$ cat src/rtl/writeback_unit_if.sv
// Writeback stage bus: MEM-stage retiring instruction, load return, stall back to the
// pipeline and the register-file write port. Optional forwarding outputs appear when
// WB_BYPASS_EN is defined.
interface writeback_unit_if #(
  parameter int unsigned CNT_W = 16
);
  logic             in_valid;
  logic             in_regWrite;
  logic             in_memToReg;
  logic [4:0]       in_rd;
  logic [31:0]      in_aluResult;
  logic [31:0]      load_data;
  logic             load_ready;
  logic             flush;
  logic             stall_req;
  logic             writeSignal;
  logic [4:0]       RegisterAddress;
  logic [31:0]      WriteData;
  logic [CNT_W-1:0] retire_count;
`ifdef WB_BYPASS_EN
  logic             fwd_valid;
  logic [4:0]       fwd_rd;
  logic [31:0]      fwd_data;

  modport master (
    output in_valid, in_regWrite, in_memToReg, in_rd, in_aluResult,
    output load_data, load_ready, flush,
    input  stall_req, writeSignal, RegisterAddress, WriteData, retire_count,
    input  fwd_valid, fwd_rd, fwd_data
  );

  modport slave (
    input  in_valid, in_regWrite, in_memToReg, in_rd, in_aluResult,
    input  load_data, load_ready, flush,
    output stall_req, writeSignal, RegisterAddress, WriteData, retire_count,
    output fwd_valid, fwd_rd, fwd_data
  );
`else
  modport master (
    output in_valid, in_regWrite, in_memToReg, in_rd, in_aluResult,
    output load_data, load_ready, flush,
    input  stall_req, writeSignal, RegisterAddress, WriteData, retire_count
  );

  modport slave (
    input  in_valid, in_regWrite, in_memToReg, in_rd, in_aluResult,
    input  load_data, load_ready, flush,
    output stall_req, writeSignal, RegisterAddress, WriteData, retire_count
  );
`endif
endinterface

$ cat src/rtl/writeback_unit.sv
// MIPS WB stage: latches the retiring instruction, waits for outstanding load data,
// and issues exactly one register-file write per retired instruction.
// Optional feature macro: WB_BYPASS_EN adds fwd_valid/fwd_rd/fwd_data for EX forwarding.
module writeback_unit #(
  parameter int unsigned CNT_W = 16
) (
  input  logic              clock,
  input  logic              reset,
  writeback_unit_if.slave   bus
);

  typedef enum logic [0:0] {StIdle, StWait} state_e;

  state_e           state_q, state_d;
  logic [4:0]       pend_rd_q, pend_rd_d;
  logic             pend_we_q, pend_we_d;
  logic             we_q, we_d;
  logic [4:0]       addr_q, addr_d;
  logic [31:0]      data_q, data_d;
  logic [CNT_W-1:0] cnt_q, cnt_d;

  // Next state and registered write-port values.
  always_comb begin
    state_d   = state_q;
    pend_rd_d = pend_rd_q;
    pend_we_d = pend_we_q;
    we_d      = 1'b0;
    addr_d    = addr_q;
    data_d    = data_q;
    cnt_d     = cnt_q;
    unique case (state_q)
      StIdle: begin
        if (bus.in_valid && !bus.flush) begin
          if (bus.in_memToReg && !bus.load_ready) begin
            state_d   = StWait;
            pend_rd_d = bus.in_rd;
            pend_we_d = bus.in_regWrite;
          end else begin
            we_d   = bus.in_regWrite && (bus.in_rd != 5'd0);
            addr_d = bus.in_rd;
            data_d = bus.in_memToReg ? bus.load_data : bus.in_aluResult;
            cnt_d  = cnt_q + 1'b1;
          end
        end
      end
      StWait: begin
        // Flush wins over a same-cycle load return; in_valid is ignored while stalled.
        if (bus.flush) begin
          state_d = StIdle;
        end else if (bus.load_ready) begin
          state_d = StIdle;
          we_d    = pend_we_q && (pend_rd_q != 5'd0);
          addr_d  = pend_rd_q;
          data_d  = bus.load_data;
          cnt_d   = cnt_q + 1'b1;
        end
      end
      default: state_d = StIdle;
    endcase
  end

  // State and output registers with synchronous reset.
  always_ff @(posedge clock) begin
    if (reset) begin
      state_q   <= StIdle;
      pend_rd_q <= 5'd0;
      pend_we_q <= 1'b0;
      we_q      <= 1'b0;
      addr_q    <= 5'd0;
      data_q    <= 32'd0;
      cnt_q     <= '0;
    end else begin
      state_q   <= state_d;
      pend_rd_q <= pend_rd_d;
      pend_we_q <= pend_we_d;
      we_q      <= we_d;
      addr_q    <= addr_d;
      data_q    <= data_d;
      cnt_q     <= cnt_d;
    end
  end

  // Stall is combinational so it drops in the same cycle load_ready rises.
  assign bus.stall_req = !bus.flush && !bus.load_ready &&
                         ((state_q == StWait) ||
                          ((state_q == StIdle) && bus.in_valid && bus.in_memToReg));

  assign bus.writeSignal     = we_q;
  assign bus.RegisterAddress = addr_q;
  assign bus.WriteData       = data_q;
  assign bus.retire_count    = cnt_q;

`ifdef WB_BYPASS_EN
  assign bus.fwd_valid = we_q && (addr_q != 5'd0);
  assign bus.fwd_rd    = addr_q;
  assign bus.fwd_data  = data_q;
`endif

endmodule

$ cat src/flat_wrapper.sv
// flat-port wrapper written by rule: the top's interface ports become plain ports
module writeback_unit_flat 
#(
  parameter int unsigned CNT_W = 16
)
  (clock, reset, bus_in_valid, bus_in_regWrite, bus_in_memToReg, bus_in_rd, bus_in_aluResult, bus_load_data, bus_load_ready, bus_flush, bus_stall_req, bus_writeSignal, bus_RegisterAddress, bus_WriteData, bus_retire_count);
  writeback_unit_if #(.CNT_W(CNT_W)) bus_i ();
  input  logic clock;
  input  logic reset;
  input wire logic [$bits(bus_i.in_valid)-1:0] bus_in_valid;
  input wire logic [$bits(bus_i.in_regWrite)-1:0] bus_in_regWrite;
  input wire logic [$bits(bus_i.in_memToReg)-1:0] bus_in_memToReg;
  input wire logic [$bits(bus_i.in_rd)-1:0] bus_in_rd;
  input wire logic [$bits(bus_i.in_aluResult)-1:0] bus_in_aluResult;
  input wire logic [$bits(bus_i.load_data)-1:0] bus_load_data;
  input wire logic [$bits(bus_i.load_ready)-1:0] bus_load_ready;
  input wire logic [$bits(bus_i.flush)-1:0] bus_flush;
  output wire logic [$bits(bus_i.stall_req)-1:0] bus_stall_req;
  output wire logic [$bits(bus_i.writeSignal)-1:0] bus_writeSignal;
  output wire logic [$bits(bus_i.RegisterAddress)-1:0] bus_RegisterAddress;
  output wire logic [$bits(bus_i.WriteData)-1:0] bus_WriteData;
  output wire logic [$bits(bus_i.retire_count)-1:0] bus_retire_count;
  assign bus_i.in_valid = bus_in_valid;
  assign bus_i.in_regWrite = bus_in_regWrite;
  assign bus_i.in_memToReg = bus_in_memToReg;
  assign bus_i.in_rd = bus_in_rd;
  assign bus_i.in_aluResult = bus_in_aluResult;
  assign bus_i.load_data = bus_load_data;
  assign bus_i.load_ready = bus_load_ready;
  assign bus_i.flush = bus_flush;
  assign bus_stall_req = bus_i.stall_req;
  assign bus_writeSignal = bus_i.writeSignal;
  assign bus_RegisterAddress = bus_i.RegisterAddress;
  assign bus_WriteData = bus_i.WriteData;
  assign bus_retire_count = bus_i.retire_count;
  writeback_unit #(.CNT_W(CNT_W)) u_core (.clock(clock), .reset(reset), .bus(bus_i));
endmodule
$ cat config.mk
export PLATFORM = sky130hd
export DESIGN_NAME = writeback_unit_flat
export DESIGN_NICKNAME = d
export VERILOG_FILES = /design/src/rtl/writeback_unit_if.sv /design/src/rtl/writeback_unit.sv /design/src/flat_wrapper.sv
export SDC_FILE = /design/constraint.sdc
export NUM_CORES = 1
export LEC_CHECK = 0
export ABC_CLOCK_PERIOD_IN_PS = 2100
export CORE_MARGIN = 3
export CORE_UTILIZATION = 41
export CTS_BUF_LIST = sky130_fd_sc_hd__clkbuf_16
export CTS_CLUSTER_SIZE = 28
export DETAILED_ROUTE_END_ITERATION = 6
export PLACE_DENSITY_LB_ADDON = 0.05
export RECOVER_POWER = 50
export SLEW_MARGIN = 20
export SYNTH_ARGS = -nofsm -noshare
export SYNTH_HDL_FRONTEND = slang
export SYNTH_SLANG_ARGS = --single-unit
$ cat constraint.sdc
create_clock -name clock -period 2.1 [get_ports clock]
set_input_delay 0.42 -clock clock [delete_from_list [all_inputs] [get_ports clock]]
set_output_delay 0.42 -clock clock [all_outputs]
set_load 0.05 [all_outputs]
==> results of run 1 <==
[layout make-up]
| type | instances | area, um2 |
|---|---|---|
| clock buffers | 9 | 225 |
| clock inverters | 7 | 42.5 |
| fillers | 539 | 1960 |
| inverters | 4 | 15.0 |
| multi-input cells | 236 | 1380 |
| flip-flops and latches | 61 | 1220 |
| well taps | 77 | 96.3 |
| repair buffers | 146 | 1480 |
[final timing paths]
kind,slack [ns],to
setup / recovery,0.1,bus_retire_count[3]
hold / removal,0.49,u_core.bus.WriteData[13]
setup reg to reg,0.29,u_core.bus.retire_count[10]
hold reg to reg,0.49,u_core.bus.WriteData[13]
[cell families after synthesis]
logic type                 count (synthesis)  share of synthesized area (%)
muxes                                     12                           4.38
DFF                                       61                           44.5
buffers and inverters                     34                           5.34
adders and majority gates                  1                          0.456
and+or+nand+nor                          124                           20.6
AOI/OAI and AO/OA                         91                           22.1
xor gates and xnor gates                   8                           2.55
[layout by cell type, fill, tap and decap left out, types with 2 or more instances in the layout]
master,synthesis,layout
sky130_fd_sc_hd__a211oi_1,5,5
sky130_fd_sc_hd__a21oi_1,9,9
sky130_fd_sc_hd__a311oi_1,32,32
sky130_fd_sc_hd__and4_1,2,2
sky130_fd_sc_hd__buf_12,0,5
sky130_fd_sc_hd__buf_4,0,7
sky130_fd_sc_hd__clkbuf_1,25,4
sky130_fd_sc_hd__clkbuf_16,0,9
sky130_fd_sc_hd__clkdlybuf4s50_1,0,122
sky130_fd_sc_hd__clkinv_2,0,3
sky130_fd_sc_hd__clkinvlp_4,0,2
sky130_fd_sc_hd__dfxtp_1,61,59
sky130_fd_sc_hd__dfxtp_2,0,2
sky130_fd_sc_hd__dlygate4sd3_1,0,4
sky130_fd_sc_hd__inv_1,4,4
sky130_fd_sc_hd__mux2i_1,12,12
sky130_fd_sc_hd__nand2_1,36,36
sky130_fd_sc_hd__nand3_1,6,6
sky130_fd_sc_hd__nand4_1,4,4
sky130_fd_sc_hd__nor2_1,55,53
sky130_fd_sc_hd__nor3_1,3,2
sky130_fd_sc_hd__nor4_1,3,4
sky130_fd_sc_hd__o21ai_0,40,40
sky130_fd_sc_hd__o21bai_1,2,2
sky130_fd_sc_hd__or3_1,6,6
sky130_fd_sc_hd__or4_1,4,4
sky130_fd_sc_hd__xnor2_1,7,7
[synth_stat cells (all sizes together)]
master,count,area [um2]
nor4,4,31.3
o21bai,2,15.0
nand3,6,30.0
or3,6,37.5
a311oi,32,280
o221ai,1,8.76
nor4b,1,8.76
dfxtp,61,1220
nand4,4,25.0
buf,5,37.5
and4b,1,10.0
nor4bb,1,10.0
clkbuf,25,93.8
nand4b,1,8.76
inv,4,15.0
a211oi,5,37.5
mux2i,12,120
and4,2,17.5
nor2,55,206
xor2,1,8.76
a21oi,9,45.0
nor3,3,15.0
o21ai,40,200
xnor2,7,61.3
nand2,36,135
o21ba,2,20.0
ha,1,12.5
or4,4,30.0
[per-stage QoR]
step / power, uW / area (um2)
finish: 3210 / 4470
global route: 3340 / 4470
CTS: 3250 / 4480
detailed placement: 1920 / 4170
global placement: 1910 / 4170
floorplan: 1610 / 2750
[power groups by stage]
| stage | clock network, uW | registers [uW] | logic (uW) |
|---|---|---|---|
| finish | 1310 | 1240 | 661 |
| detailed placement | 0 | 1270 | 651 |
| CTS | 1340 | 1240 | 667 |
| floorplan | 0 | 1440 | 173 |
| global placement | 0 | 1260 | 647 |
| global route | 1390 | 1250 | 703 |
[metal layers]
layer | wire [um] | vias up | global-route usage (%)
li1 | - | 1463 | -
met1 | 3730 | 1350 | 29.5
met2 | 4040 | 102 | 35.1
met3 | 565 | 17 | 4.33
met4 | 184 | 0 | 9.76
met5 | 0 | - | 0
[state kept, by name (all words and copies together) (netlist names)]
register	flops
u_core.bus.WriteData	32
u_core.bus.retire_count	16
u_core.bus.RegisterAddress	5
u_core.pend_rd_q	5
u_core.bus.writeSignal	1
u_core.pend_we_q	1
u_core.state_q	1
[repair_timing]
item / CTS / global route
pin swaps: 1 / 0
endpoints found under the setup margin: 1 / 2
setup buffers: 0 / 0
cloned: 1 / 0
resized for setup: 5 / 4
==> run_results.csv, run 1 <==
group,metric,value,unit
routing,drc_errors,0,
worst_setup_path,cp_cell_sequence,"clkdlybuf4s50_1",
placed_design,dp.final_hpwl,5610,um
worst_setup_path,cp.buffers_inverters,1,
worst_setup_path,endpoint_kind,"primary output",
grt,globalRouteOverflowTotal,0,
sta,finClkSkew,0.00478,ns
sta,timing.fmax,0.500,GHz
cts,num_cts_buffers,9,
worst_setup_path,cp_data_required_time,1.68,ns
floorplan,initial_utilization,42.7,%
routing,finalWirelength,8520,um
routing,via_count,2932,
routing,detail_route.iter0.violations,149,
synthesis,seq_area_frac_synth,44.5,%
cts,cts-root-buf,"sky130_fd_sc_hd__clkbuf_16",
final_layout,area_growth_syn_to_layout,62.9,%
grt,grt_pass1_vias,2744,
sta,setup-tns-final,0,ns
worst_setup_path,worst_setup_path_start_kind,"register",
grt,first_pass_grt_wire_length,13600,um
floorplan,die_y,87.8,um
floorplan,placeableCoreArea,6420,um2
cts,insertion_delay,0.32,ns
cts,clkTransAtPathRegs,0.05,ns
routing,detail_route.vias_per_cell,5.43,
min_path,hold_path.class,"reg2reg",
worst_setup_path,critical_path.slowest_cell,"sky130_fd_sc_hd__clkdlybuf4s50_1",
routing,drt_pre_antenna_iters,4,
floorplan,design.die.area,7710,um2
pwr,power.ir.vdd_worst,0.536,mV
worst_setup_path,worst_ep_arrival_time,1.58,ns
sta,final_ws_setup,0.0992,ns
final_layout,antenna_cells,0,
pwr,power_frac_seq,38.7,%
min_path,timing.hold.worst_path_depth,2,
worst_setup_path,critical_path_cell_count,1,
grt,antenna_found_initial,0,
pwr,comb_power_share,20.6,%
pwr,power.share.clock,40.8,%
min_path,min_from,"u_core.bus.WriteData[13]",
synthesis,synth_seq_cells,61,
grt,grt_start_max_net_pins,62,
sta,unrepaired_setup_endpoints_after_global_routing,"false",
pwr,leakagePower,0.00155,uW
grt,gr-usage-all-layers,22.2,%
sta,final_max_slew_viol_count,0,
floorplan,fp-row-count,29,
synthesis,synth.avg_cell_area,8.29,um2
pwr,power_per_cell_area,719,nW/um2
placed_design,numPortBuffers,130,
pwr,internal-power,2300,uW
final_layout,drive_above_1_share,7.78,%
placed_design,detailedPlace.worstSlack,-0.202,ns
routing,average_routed_wire_per_standard_cell,15.8,um
sta,finalCriticalPeriod,2.00,ns
run,drv_cap,0,
placed_design,dp.cells,523,
cts,cts.sink_count,61,
final_layout,final_cell_count_no_fill,540,
pwr,power.switching,914,uW
worst_setup_path,timing.critical_path.from,"u_core.bus.retire_count[3]",
worst_setup_path,slowest_delay,0.84,ns
sta,min_period_over_period,95.3,%
worst_setup_path,rr_worst_depth,5,
sta,fin_worst_hold_slack,0.493,ns
worst_setup_path,cp_top_family,"buffers and inverters",
floorplan,dieWidth,87.8,um
cts,tritoncts,"yes",
synthesis,synth_fp_nets,408,
worst_setup_path,rr_startpoint,"u_core.bus.retire_count[0]",
status,outcome,"finished clean",
final_layout,finalNetCount,535,
sta,hold_viol_final,0,
synthesis,syn_inst,331,
final_layout,final_util,69.6,%
sta,final-setup-viol-count,0,
cts,cts_hold_buffers,0,
cts,max-clock-path-buffers,2,
worst_setup_path,critical_path_class,"reg2out",
synthesis,synth_cell_types,31,
synthesis,post_synth_instance_area,2740,um2
sta,relSlewSlack,61.2,%
synthesis,synth.yosys.warnings,0,
routing,postRouteAntennaNets,0,
worst_setup_path,crit_fanout,6,
cts,cts.htree.levels,3,
pwr,power_switching_share,28.4,%
floorplan,floorplan.io_pins,131,
sta,worstMarginPinSlew,0.585,ns
placed_design,globalplace.congestion,0.830,
Power figures use the tool's default switching activity.
==> inputs of run 2 (changes only) <==
- ABC_AREA: unset -> 1
- CORE_UTILIZATION: 41 -> 42
- PLACE_DENSITY: unset -> 0.87
- PLACE_DENSITY_LB_ADDON: 0.05 -> unset
==> run 2 against run 1 <==
Effect of this change: clock power down 6%; total power down 2.4%; via count up 7.5%; wire length up 1.2%; clock-buffer cell count unchanged; highest routed layer unchanged.
==> run_results.csv, run 2 <==
group,metric,value,unit
status,outcome,"finished clean",
routing,via_count,3152,
synthesis,synth_fp_nets,475,
synthesis,synthFlopType,"sky130_fd_sc_hd__dfxtp_1",
synthesis,post_synth_instance_area,2940,um2
routing,drt_pre_antenna_iters,5,
final_layout,finalNetCount,598,
sta,worstMarginPinSlew,0.682,ns
sta,final_max_slew_viol_count,0,
worst_setup_path,critical_path_class,"in2out",
floorplan,die_y,89.7,um
synthesis,synth.yosys.warnings,0,
sta,hold_viol_final,0,
cts,postCtsSetupBuffers,0,
routing,detail_route.vias_per_cell,5.11,
synthesis,seq_area_frac_synth,41.5,%
synthesis,post-synth-top-count-cell,"sky130_fd_sc_hd__nand2_1",
sta,relSlewSlack,54.6,%
final_layout,mostFrequentLayoutCell,"sky130_fd_sc_hd__clkdlybuf4s50_1",
synthesis,post_synth_main_area_contributors,"sky130_fd_sc_hd__dfxtp_1, sky130_fd_sc_hd__o211a_1, sky130_fd_sc_hd__nand2_1, sky130_fd_sc_hd__o21ai_0, sky130_fd_sc_hd__nand3_1",
synthesis,synth_async_sr_flop_share,0,%
synthesis,syn_inst,398,
grt,gr-usage-all-layers,21.9,%
pwr,power.ir.vdd_worst,0.341,mV
grt,first_pass_grt_wire_length,13700,um
floorplan,dieWidth,89.7,um
placed_design,dp.final_hpwl,6260,um
synthesis,synth_enable_flop_cells,0,
min_path,hold_path.class,"reg2reg",
routing,average_routed_wire_per_standard_cell,14.0,um
placed_design,globalplace.congestion,0.910,
sta,finalCriticalPeriod,2.00,ns
synthesis,synth_cell_types,24,
sta,setup-tns-final,0,ns
cts,cts.sink_count,61,
cts,cts.htree.levels,3,
final_layout,area_growth_syn_to_layout,55.1,%
floorplan,design.die.area,8040,um2
pwr,power_per_cell_area,688,nW/um2
routing,finalWirelength,8620,um
worst_setup_path,worst_setup_path_start_kind,"input port",
run,drv_cap,0,
pwr,leakagePower,0.00203,uW
cts,tritoncts,"yes",
cts,cts-root-buf,"sky130_fd_sc_hd__clkbuf_16",
cts,cts_hold_buffers,0,
worst_setup_path,crit_fanout,6,
final_layout,nFillCells,523,
worst_setup_path,cp_data_required_time,1.68,ns
grt,grt_pass1_vias,2990,
sta,finClkSkew,0.00477,ns
sta,unrepaired_setup_endpoints_after_global_routing,"false",
routing,postRouteAntennaNets,0,
routing,drc_errors,0,
placed_design,numPortBuffers,130,
floorplan,initial_utilization,44.8,%
cts,gates_resized_cts_repair,0,
cts,max-clock-path-buffers,2,
sta,final-setup-viol-count,0,
grt,grt_start_max_net_pins,51,
grt,antenna_found_initial,0,
final_layout,drive_above_1_share,4.96,%
synthesis,cell_type_with_the_largest_total_area_after_synthesis,"sky130_fd_sc_hd__dfxtp_1",
routing,detail_route.iter0.violations,137,
cts,num_cts_buffers,9,
floorplan,floorplan.io_pins,131,
synthesis,synthTopCellsByCount,"sky130_fd_sc_hd__nand2_1, sky130_fd_sc_hd__dfxtp_1, sky130_fd_sc_hd__o21ai_0, sky130_fd_sc_hd__nand3_1, sky130_fd_sc_hd__nor2_1",
synthesis,synth.avg_cell_area,7.39,um2
synthesis,synth_seq_cells,61,
pwr,total_power,3140,uW
sta,min_period_over_period,95.3,%
synthesis,synth_top_cell_area_share,41.5,%
floorplan,placeableCoreArea,6570,um2
cts,clkTransAtPathRegs,0.05,ns
sta,timing.fmax,0.500,GHz
final_layout,layout_common_cells,"sky130_fd_sc_hd__clkdlybuf4s50_1, sky130_fd_sc_hd__nand2_1, sky130_fd_sc_hd__dfxtp_1",
floorplan,fp-row-count,29,
worst_setup_path,endpoint_kind,"primary output",
final_layout,largest_register_ff_count,32,
final_layout,antenna_cells,0,
worst_setup_path,worst_ep_arrival_time,1.58,ns
cts,insertion_delay,0.32,ns
grt,globalRouteOverflowTotal,0,
[run 2: area by class of cell]
cell class	count	area [um2]	share of cell area, %
Sequential cell	61	1220	26.8
Tap cell	93	116	2.55
Timing Repair Buffer	140	1390	30.5
Inverter	31	116	2.55
Multi-Input combinational cell	278	1470	32.2
Clock buffer	9	225	4.94
Clock inverter	5	20.0	0.439
[run 2: path summary, 6_finish.rpt]
kind                                start                       endpoint  slack (ns)  cells after the start
setup / recovery          bus_in_memToReg                  bus_stall_req         0.1                      4
hold / removal    u_core.bus.WriteData[6]        u_core.bus.WriteData[6]        0.49                      1
setup reg to reg           u_core.state_q  u_core.bus.RegisterAddress[2]        0.29                      6
hold reg to reg   u_core.bus.WriteData[6]        u_core.bus.WriteData[6]        0.49                      1
[run 2: logic make-up (layout without fill, tap and decap cells)]
| group | after synthesis | count (layout) | share of synthesized area [%] |
|---|---|---|---|
| simple gates | 178 | 178 | 26.9 |
| fa+ha+maj | 1 | 1 | 0.425 |
| compound gates | 98 | 98 | 22.1 |
| xor+xnor | 1 | 1 | 0.298 |
| buf+inv | 59 | 185 | 8.72 |
| flops | 61 | 61 | 41.5 |
[run 2: report_power, final]
group	internal (uW)	total [uW]	switching (uW)
Combinational	286	651	365
Clock	763	1230	470
Sequential	1220	1250	34.1
Total	2270	3140	870
[run 2: layer usage]
metal / vias to the layer above / part of all wire, % / global-route usage, %
li1: 1595 / - / -
met1: 1424 / 41 / 25.6
met2: 121 / 48 / 35.0
met3: 12 / 9.7 / 9.40
met4: 0 / 1.4 / 9.07
met5: - / 0 / 0
[run 2: critical path, stage by stage]
cell,delay [ns]
sky130_fd_sc_hd__dlygate4sd3_1,0.68
sky130_fd_sc_hd__nor2_2,0.08
sky130_fd_sc_hd__nor3_2,0.18
sky130_fd_sc_hd__buf_4,0.21
[run 2: per-stage QoR]
| step | setup WS, ns | instance area [um2] | instances | util, % | hold slack [ns] |
|---|---|---|---|---|---|
| 2_1_floorplan | 0.241 | 2950 | 398 | - | 0.454 |
| 6_report | 0.0987 | 4560 | 617 | 69.4 | 0.492 |
| 3_5_place_dp | 0.0982 | 4320 | 603 | 65.8 | 0.486 |
| 5_1_grt | 0.0384 | 4560 | 617 | 69.4 | 0.513 |
| 4_1_cts | 0.0844 | 4570 | 617 | 69.5 | 0.500 |
| 3_3_place_gp | 0.165 | 4320 | 603 | 65.8 | 0.478 |
==> inputs of run 3 (changes only) <==
- ABC_CLOCK_PERIOD_IN_PS: 2100 -> 2270
- CORE_MARGIN: 3 -> unset
- RECOVER_POWER: 50 -> 25
- clock period: 2.1 -> 2.27 ns (I/O delays scaled with it)
==> run 3 against run 2 <==
Effect of this change: the flow now finishes with violations (DRC); via count is 1.9% higher; combinational power is 8.0% lower; flip-flop and latch count stayed put; critical endpoint is now u_core.bus.WriteData[12].
==> run_results.csv, run 3 (same netlist as run 2, synthesis figures left out) <==
group,metric,value,unit
sta,hold_viol_final,0,
placed_design,dp.final_hpwl,6030,um
floorplan,initial_utilization,43.3,%
worst_setup_path,cp.buffers_inverters,2,
status,outcome,"finished with violations",
worst_setup_path,slowest_delay,0.56,ns
floorplan,placeableCoreArea,6790,um2
placed_design,numPortBuffers,130,
cts,postCtsSetupBuffers,0,
status,violations,"DRC",
sta,worstMarginPinSlew,0.676,ns
grt,grt_start_max_net_pins,57,
pwr,power_per_cell_area,639,nW/um2
routing,drc_errors,1,
cts,cts_hold_buffers,0,
grt,globalRouteOverflowTotal,0,
worst_setup_path,critical_path_class,"in2reg",
cts,cts.sink_count,61,
routing,average_routed_wire_per_standard_cell,13.6,um
routing,postRouteAntennaNets,0,
floorplan,die_y,85.7,um
cts,gates_resized_cts_repair,0,
cts,tritoncts,"yes",
worst_setup_path,critical_path.slowest_cell,"sky130_fd_sc_hd__dlygate4sd3_1",
final_layout,finalNetCount,598,
placed_design,place_area,4340,um2
cts,max-clock-path-buffers,2,
pwr,total_power,2900,uW
placed_design,globalplace.congestion,0.838,
final_layout,layout_common_cells,"sky130_fd_sc_hd__clkdlybuf4s50_1, sky130_fd_sc_hd__nand2_1, sky130_fd_sc_hd__dfxtp_1",
routing,via_count,3211,
final_layout,antenna_cells,0,
worst_setup_path,worst_setup_path_start_kind,"input port",
sta,unrepaired_setup_endpoints_after_global_routing,"false",
worst_setup_path,crit_top_cell,"sky130_fd_sc_hd__nand3_1",
placed_design,detailedPlace.worstSlack,0.290,ns
final_layout,area_growth_syn_to_layout,54.7,%
sta,final_ws_setup,0.217,ns
floorplan,fp-row-count,30,
final_layout,drive_above_1_share,4.19,%
floorplan,design.die.area,7340,um2
worst_setup_path,cp_cell_sequence,"dlygate4sd3_1, nor2_1, nand3_1, nand2_4, clkbuf_4, nand3_1, o211a_1",
worst_setup_path,crit_fanout,37,
sta,min_period_over_period,90.5,%
cts,clkTransAtPathRegs,0.05,ns
grt,antenna_found_initial,0,
sta,finClkSkew,0.00609,ns
worst_setup_path,worst_ep_arrival_time,2.26,ns
cts,insertion_delay,0.32,ns
cts,cts.htree.levels,3,
sta,relSlewSlack,54.9,%
sta,final-setup-viol-count,0,
sta,finalCriticalPeriod,2.05,ns
floorplan,dieWidth,85.7,um
grt,first_pass_grt_wire_length,13700,um
run,drv_cap,0,
routing,drt_pre_antenna_iters,7,
final_layout,final_cell_area,4550,um2
cts,cts-root-buf,"sky130_fd_sc_hd__clkbuf_16",
final_layout,final_util,66.9,%
min_path,hold_path.class,"reg2reg",
routing,detail_route.iter0.violations,155,
sta,timing.fmax,0.487,GHz
worst_setup_path,endpoint_kind,"register",
sta,final_max_slew_viol_count,0,
final_layout,mostFrequentLayoutCell,"sky130_fd_sc_hd__clkdlybuf4s50_1",
floorplan,floorplan.io_pins,131,
final_layout,nFillCells,594,
final_layout,largest_register_ff_count,32,
routing,finalWirelength,8440,um
pwr,leakagePower,0.00201,uW
grt,gr-usage-all-layers,23.5,%
worst_setup_path,cp_data_required_time,2.48,ns
sta,setup-tns-final,0,ns
cts,num_cts_buffers,9,
worst_setup_path,cp_top_family,"buffers and inverters",
grt,grt_pass1_vias,3035,
pwr,power.ir.vdd_worst,0.411,mV
routing,detail_route.vias_per_cell,5.17,
==> run 3: cell types whose count changed in the layout (fill, tap and decap cells not counted), sizes merged <==
| cell | delta |
|---|---|
| buf | -2 |
| clkbuf | +2 |
| clkdlybuf4s50 | +8 |
| clkinv | -1 |
| dlygate4sd3 | -8 |
| inv | +2 |
==> run 3: final timing paths <==
kind / slack, ns / startpoint / cells after the start / endpoint
max reg2reg: 0.38 / u_core.state_q / 5 / u_core.bus.WriteData[12]
min reg2reg: 0.49 / u_core.bus.WriteData[24] / 1 / u_core.bus.WriteData[24]
min: 0.49 / u_core.bus.WriteData[24] / 1 / u_core.bus.WriteData[24]
max: 0.22 / bus_flush / 7 / u_core.bus.WriteData[12]
==> run 3: worst reg2reg max path, delay by kind of cell, from the launching register on <==
family | cells | cell delay [ns]
AO/OA/AOI/OAI | 1 | 0.14
buffers and inverters | 1 | 0.41
flip-flops | 1 | 0.63
AND/OR/NAND/NOR | 3 | 0.60
==> run 3: final cells by class <==
| cell class | instances | area [um2] | area share, % |
|---|---|---|---|
| Clock buffer | 9 | 225 | 4.95 |
| Inverter | 31 | 116 | 2.56 |
| Sequential cell | 61 | 1220 | 26.9 |
| Multi-Input combinational cell | 278 | 1450 | 31.9 |
| Timing Repair Buffer | 140 | 1390 | 30.5 |
| Tap cell | 96 | 120 | 2.64 |
| Clock inverter | 6 | 23.8 | 0.523 |
==> run 3: per-stage QoR <==
stage / hold WS, ns / std cells
2_1_floorplan: 0.454 / 398
3_3_place_gp: 0.477 / 606
3_5_place_dp: 0.476 / 606
4_1_cts: 0.488 / 621
5_1_grt: 0.512 / 621
6_report: 0.492 / 621
==> run 3: metal layers <==
metal | wire length, um | track usage, %
met2 | 4300 | 41.2
met5 | 0 | 0
met1 | 3420 | 26.6
met3 | 654 | 8.28
met4 | 66 | 7.88
==> run 3: report_power, final <==
group	total, uW	switching [uW]	internal (uW)
clock	1150	441	708
sequential	1160	30.8	1130
combinational	599	334	265
